$ cat config.mk
export PLATFORM = sky130hd
export DESIGN_NAME = onehot_dec_seq
export DESIGN_NICKNAME = d
export VERILOG_FILES = /design/src/rtl/onehot_dec_pkg.sv /design/src/rtl/sync_fifo.sv /design/src/rtl/onehot_dec_seq.sv
export SDC_FILE = /design/constraint.sdc
export NUM_CORES = 1
export LEC_CHECK = 0
export ABC_AREA = 1
export BUFFER_PORTS_ARGS = -buffer_cell sky130_fd_sc_hd__clkbuf_2
export CAP_MARGIN = 20
export CELL_PAD_IN_SITES_DETAIL_PLACEMENT = 1
export CELL_PAD_IN_SITES_GLOBAL_PLACEMENT = 2
export CORE_MARGIN = 2
export CORE_UTILIZATION = 32
export DETAILED_ROUTE_END_ITERATION = 10
export GPL_ROUTABILITY_DRIVEN = 0
export PLACE_DENSITY = 0.92
export SLEW_MARGIN = 10
export SYNTH_ARGS = -nofsm -noshare
export SYNTH_HDL_FRONTEND = slang
export SYNTH_SLANG_ARGS = --single-unit
$ cat constraint.sdc
create_clock -name clk -period 3.3 [get_ports clk]
set_clock_uncertainty 0.05 [all_clocks]
set_input_delay 0.825 -clock clk [delete_from_list [all_inputs] [get_ports clk]]
set_output_delay 0.825 -clock clk [all_outputs]
set_load 0.05 [all_outputs]
$ cat src/rtl/onehot_dec_pkg.sv
// Shared types and helpers for the one-hot decoder sequencer.
// Holds the FSM state encoding, the gap counter width and a generic index-to-one-hot helper.
package onehot_dec_pkg;

    typedef enum logic [1:0] {
        IDLE = 2'd0,
        SHOW = 2'd1,
        GAP  = 2'd2
    } dec_state_t;

    localparam int HOLD_W    = 8;
    localparam int MAX_IN_W  = 8;
    localparam int MAX_OUT_W = 1 << MAX_IN_W;

    // Sized for the widest supported index; callers cast the result down to their OUT_W.
    function automatic logic [MAX_OUT_W-1:0] onehot(input logic [MAX_IN_W-1:0] code);
        return MAX_OUT_W'(1) << code;
    endfunction

endpackage

$ cat src/rtl/sync_fifo.sv
// Small synchronous FIFO with a synchronous flush and a separate occupancy counter.
// full/empty come from the counter; pointers are log2(DEPTH) bits and wrap naturally.
module sync_fifo #(
    parameter int WIDTH = 3,
    parameter int DEPTH = 2,
    localparam int AW   = $clog2(DEPTH),
    localparam int CW   = $clog2(DEPTH + 1)
) (
    input  logic             clk,
    input  logic             rst_n,
    input  logic             flush,
    input  logic             push,
    input  logic [WIDTH-1:0] din,
    input  logic             pop,
    output logic [WIDTH-1:0] dout,
    output logic             full,
    output logic             empty,
    output logic [CW-1:0]    level
);

    logic [WIDTH-1:0] mem [DEPTH];
    logic [AW-1:0]    wr_ptr;
    logic [AW-1:0]    rd_ptr;
    logic [CW-1:0]    count;
    logic             wr_en;
    logic             rd_en;

    assign full  = (count == CW'(DEPTH));
    assign empty = (count == '0);
    assign level = count;
    assign dout  = mem[rd_ptr];
    assign wr_en = push & ~full;
    assign rd_en = pop & ~empty;

    // Storage is cleared on reset too, so dout never carries X into the decoder.
    always_ff @(posedge clk or negedge rst_n) begin
        if (!rst_n) begin
            wr_ptr <= '0;
            rd_ptr <= '0;
            count  <= '0;
            for (int i = 0; i < DEPTH; i++) begin
                mem[i] <= '0;
            end
        end else if (flush) begin
            wr_ptr <= '0;
            rd_ptr <= '0;
            count  <= '0;
        end else begin
            if (wr_en) begin
                mem[wr_ptr] <= din;
                wr_ptr      <= wr_ptr + 1'b1;
            end
            if (rd_en) begin
                rd_ptr <= rd_ptr + 1'b1;
            end
            case ({wr_en, rd_en})
                2'b10:   count <= count + 1'b1;
                2'b01:   count <= count - 1'b1;
                default: count <= count;
            endcase
        end
    end

endmodule

$ cat src/rtl/onehot_dec_seq.sv
// Clocked N-to-2^N decoder: buffers binary indices in a FIFO and presents each as a
// one-hot word under valid/ready, with an optional forced idle gap after every handshake.
module onehot_dec_seq
    import onehot_dec_pkg::*;
#(
    parameter int IN_W     = 3,
    parameter int DEPTH    = 2,
    parameter int HOLD_CYC = 0,
    localparam int OUT_W   = 1 << IN_W,
    localparam int LVL_W   = $clog2(DEPTH + 1)
) (
    input  logic             clk,
    input  logic             rst_n,
    input  logic             en,
    input  logic             in_valid,
    input  logic [IN_W-1:0]  in_code,
    output logic             in_ready,
    output logic             out_valid,
    input  logic             out_ready,
    output logic [OUT_W-1:0] out,
    output logic [LVL_W-1:0] fifo_level,
    output dec_state_t       dbg_state
);

    // Handshakes: a transfer happens on a rising edge where valid and ready are both 1;
    // a producer holds valid and its data stable until that edge, and ready never waits on valid.

    dec_state_t        state_q, state_d;
    logic [OUT_W-1:0]  out_q, out_d;
    logic              vld_q, vld_d;
    logic [HOLD_W-1:0] cnt_q, cnt_d;
    logic              load;
    logic              pop;
    logic              push;
    logic              fifo_full;
    logic              fifo_empty;
    logic [IN_W-1:0]   fifo_dout;

    assign in_ready   = rst_n & en & ~fifo_full;
    assign push       = in_valid & in_ready;
    assign out        = out_q;
    assign out_valid  = vld_q;
    assign dbg_state  = state_q;

    sync_fifo #(
        .WIDTH (IN_W),
        .DEPTH (DEPTH)
    ) u_fifo (
        .clk   (clk),
        .rst_n (rst_n),
        .flush (~en),
        .push  (push),
        .din   (in_code),
        .pop   (pop),
        .dout  (fifo_dout),
        .full  (fifo_full),
        .empty (fifo_empty),
        .level (fifo_level)
    );

    always_comb begin
        state_d = state_q;
        out_d   = out_q;
        vld_d   = vld_q;
        cnt_d   = cnt_q;
        load    = 1'b0;
        pop     = 1'b0;
        if (!en) begin
            state_d = IDLE;
            out_d   = '0;
            vld_d   = 1'b0;
            cnt_d   = '0;
        end else begin
            case (state_q)
                IDLE: load = ~fifo_empty;
                SHOW: begin
                    if (out_ready) begin
                        if (HOLD_CYC == 0) begin
                            load = ~fifo_empty;
                            if (fifo_empty) begin
                                out_d   = '0;
                                vld_d   = 1'b0;
                                state_d = IDLE;
                            end
                        end else begin
                            out_d   = '0;
                            vld_d   = 1'b0;
                            cnt_d   = HOLD_W'(HOLD_CYC - 1);
                            state_d = GAP;
                        end
                    end
                end
                // The last gap cycle may already fetch, so the blank window is exactly HOLD_CYC.
                GAP: begin
                    if (cnt_q == '0) begin
                        state_d = IDLE;
                        load    = ~fifo_empty;
                    end else begin
                        cnt_d = cnt_q - 1'b1;
                    end
                end
                default: state_d = IDLE;
            endcase
            if (load) begin
                pop     = 1'b1;
                out_d   = OUT_W'(onehot(MAX_IN_W'(fifo_dout)));
                vld_d   = 1'b1;
                state_d = SHOW;
            end
        end
    end

    always_ff @(posedge clk or negedge rst_n) begin
        if (!rst_n) begin
            state_q <= IDLE;
            out_q   <= '0;
            vld_q   <= 1'b0;
            cnt_q   <= '0;
        end else begin
            state_q <= state_d;
            out_q   <= out_d;
            vld_q   <= vld_d;
            cnt_q   <= cnt_d;
        end
    end

endmodule

Yosys cells after proc, flatten, opt, wreduce, memory -nomap -nowiden
Cells that the tools add are included.

Input port bits: 8. Output and inout bits: 14. Flip-flop bits (word level): 29.

Shift operators: 1. Multiplexer cells: 37. Add/subtract/negate cells: 5. Equality and inequality tests: 17. Reductions and logical operators: 8. Bitwise gates (word level): 9. Order comparisons: 3.

Operators with widths (count): $mux 8 (8); $mux 1 (14); $mux 2 (6); $mux 3 (4); $ne 3x1->1 const B (4); $logic_not 8->1 (1); $ne 4x4->1 const B (2); $shl 1x3->8 const A (1); $sub 8x1->8 const B (1); $bwmux 6 (1); $eq 2x2->1 const B (3); $ne 2x1->1 const B (3); $pmux 2 s3 (1); $and 1x1->1 (5); $eq 2x1->1 const B (2); $ge 2x2->1 const B (2); $logic_not 2->1 (2); $ne 4x3->1 const B (1); $not 1->2 (2); $pmux 2 s2 (1); $reduce_and 2->1 (2); $reduce_and 4->1 (1); $demux 3 s1 (1); $ne 3x3->1 const B (1); other kinds (9) (11).

Depth between registers and ports, before layout
Word-level depth: 11. Depth in mapped cells: 10. Gate-level depth less buffers: 10.

By module
Synthesis repeated with hierarchy kept, for this count alone.

Cell total of the unflattened synthesis: 136. Area, all modules: 987.2 µm².

Modules (own cells, without submodules): onehot_dec_seq (seq. area each 250.2 µm², area each 494.2 µm², instances 1, cells each 70); sync_fifo (seq. area each 250.2 µm², area each 493.0 µm², instances 1, cells each 66).

Worst setup path after synthesis
No wires, ideal clock.

Path type: input-to-output. Start point: input port rst_n. End point: output port in_ready. Setup slack: 0.750 ns. Stages: 2. Arrival time: 1.675 ns. Path buffers: 0. Cell sequence: nand2_1 > a21oi_1.

Word-level cells in the longest chain between the ends: 2.

Ends and longest elaborated chain: from (decl) (line onehot_dec_seq.sv:13) `input logic rst_n,`; $and 1x1->1 (2 in series) (line onehot_dec_seq.sv:39) `assign in_ready = rst_n & en & ~fifo_full;`; to (decl) (line onehot_dec_seq.sv:17) `output logic in_ready,`.

Every way passes these cells.

Worst setup path in the final report
Start point: input port en. End point: output port in_ready.

Word-level cells in the longest chain between the ends: 2.

Ends and longest elaborated chain: from (decl) (line onehot_dec_seq.sv:14) `input logic en,`; $and 1x1->1 (2 in series) (line onehot_dec_seq.sv:39).

Every way passes these cells.

==> run metrics <==
DR vias/cell around 4.8; grt total ovfl 0; Final Cycle Share 72.73%; TritonRoute pass-1 iters 4; Antenna Cells 0; worst-skew pair later-pin latency 0.30 ns; Netlist cell types 19; GR Util All Layers between 10% and 20%; Post-CTS Repair Setup Buffers 0; EDFF count, synth 0; pin count of the biggest net entering global routing 21; DRC 0; initial antenna violation count 0; IO buf count 20; Initial Utilization between 30% and 40%; total negative slack 0 ns; met1 Usage GRT a little under a fifth; ys async rst share 100.0%; Placed Instance Area 1109 sq um; Via Count 828; internal power about 0.0005 W; I/O pins 22; Die Y 59.12 um; Max FO, Critical Path 5; Peak supply drop roughly 0.26 mV; switch share around half; Final ANT Viol Nets 0; CP most frequent cell clkbuf_2; CP max stage delay ~0.31 ns; top cell type's share of synthesized area 51.48%; PD cells 894.7 nW/um^2; yosys warns 0; CTS Buf Count 3; GR peak layer met2; grt met2 use 25.71%; area added between synthesis and finish 17.76%; H-tree Lvls 1; Mean Syn Cell Area approximately 8.5 sq um; post-route cell area between 1000 and 1500 sq um; worst hold path class register to register; Seq pwr share a little over a third; Worst path slowest cell clkbuf_2; total core area a little under 3000 sq um; sequential area share after synthesis 51.48%; fillers between 300 and 400; Worst Path Required ~2.4 ns; CTS Sinks 20; part of the power in combinational logic a little under 50%; Max Cap Violations 0; TritonCTS clock tree yes; Final Hold Viols 0; fraction of layout cells with a size suffix above 1 28.26%; Hold-fix buffers, CTS 0; Fmax achieved about 420 MHz; die area 3495 sq um; initial drt markers 29; Die X about 59 um; CP endpoint kind primary output; WS Path Type input pin to primary output; met3 Track Usage GR roughly 2.6%; post-CTS sizing 0; syn nets about 120; Main synth FF type dfrtp_1; worst-path cell chain clkbuf_2 > nand2_1 > a21oi_1 > clkbuf_2; Slew Limit Fails 0; main area contributors after synthesis dfrtp_1 51%, nand2_1 14%, nand3_1 6.7%, o21ai_0 6.2%, inv_1 4.2%; Clk pwr share ~14%; cell count after synthesis around 120; outcome complete, no violations; # setup viols final 0; Avg WL per Cell between 10 and 15 um; Leak 0.6204 nW; clock root buffer clkbuf_4; CTS max path bufs 2; unrepaired setup endpoints after global routing false; vias in the first global route between 800 and 900; startpoint types input pin; Final nets roughly 150; Clk pin slew, worst setup/hold paths roughly 0.12 ns; Mapped Area 972.2 sq um; Tmin final around 2.4 ns; hpwl dp 1.742 mm; final WL 2.214 mm; Synth area leader dfrtp_1; Net Sw Power 0.0005131 W; first-pass GRT wire length ~4 mm; #FFs+latches synth 20; CP arrival approximately 1.5 ns; Register-to-Register Setup Slack about 1.9 ns; # rows 20
cell usage after synthesis, types with 2 or more instances:
master / n
dfrtp_1: 20
nand3_1: 13
o21ai_0: 12
inv_2: 4
nor2_1: 2
o21ai_2: 4
inv_1: 11
a21oi_1: 3
nand2_1: 36
flip-flops by register name, summed over array words and instances, names as in the netlist:
register and flops:
u_fifo.level 2, out 8, dbg_state 1, u_fifo.wr_ptr 1, out_valid 1, u_fifo.mem 6
u_fifo.rd_ptr 1
stage by stage:
step                total power, W  hold slack (ns)  setup slack [ns]  util [%]  instances
finish                    0.001024           0.4443            0.8998     38.45        171
global route              0.001116           0.4644            0.8436     38.45        171
floorplan                0.0007698           0.3866            0.7501         -        115
detailed placement       0.0008903           0.4164            0.9001     37.23        167
global placement         0.0008716           0.4014            0.9396     37.23        167
CTS                       0.001040           0.4438            0.9009     38.45        171
layout by cell type, fill, tap and decap left out:
cell      count
or2_4         1
nand2_2       1
nor2_8        1
a31oi_1       1
nand2_4       1
clkbuf_2     20
inv_2         4
a21oi_2       1
dfrtp_1      20
inv_1        11
nand3b_4      1
clkbuf_4      3
nand3_1      13
o21ai_2       4
a21oi_1       3
nor2_1        2
conb_1        1
clkbuf_8      1
buf_4         1
nand2_1      36
o21ai_0      12
worst max-delay path: cells and delay by family:
family                 cells  cell delay (ns)
AND/OR/NAND/NOR            1             0.09
buffers and inverters      2             0.44
AO/OA/AOI/OAI              1             0.17
cell type report:
cell class | count | area [sq um] | share of cell area, %
sequential | 20 | 500.5 | 43.72
multi-input combinational | 78 | 402.9 | 35.19
timing repair buffer | 21 | 107.6 | 9.399
inverter | 15 | 56.30 | 4.918
tap | 33 | 41.29 | 3.607
clock buffer | 4 | 36.28 | 3.169
routing by layer:
layer,share of wire [%],wire [um]
met3,2.4,54
met5,0,0
met1,46,1012
met2,51,1131
met4,0.68,15
power groups by stage:
stage / registers [W] / clock network, W / logic, W
floorplan: 0.000503 / 0 / 0.000267
global placement: 0.000372 / 0 / 0.000500
detailed placement: 0.000378 / 0 / 0.000512
CTS: 0.000372 / 0.000153 / 0.000514
global route: 0.000384 / 0.000165 / 0.000566
finish: 0.000372 / 0.000146 / 0.000506
cell families (layout without fill, tap and decap cells):
logic type             after synthesis  in the layout  synth area share [%]
buffers and inverters               17             40                 7.078
flip-flops                          20             20                 51.48
AO/OA/AOI/OAI                       21             21                 12.87
AND/OR/NAND/NOR                     56             56                 28.19
other                                1              1                0.3857
path summary, 6_finish.rpt:
path                       depth (start not counted)            end       startpoint
max                                                4       in_ready               en
min                                                2  u_fifo.mem[4]    u_fifo.mem[4]
max reg2reg                                        7  u_fifo.mem[3]  u_fifo.level[0]
min reg2reg                                        2  u_fifo.mem[4]    u_fifo.mem[4]
max in group asynchronous                          2  u_fifo.wr_ptr            rst_n
min in group asynchronous                          2         out[4]            rst_n
No activity file was read; power rests on OpenSTA's default activity.
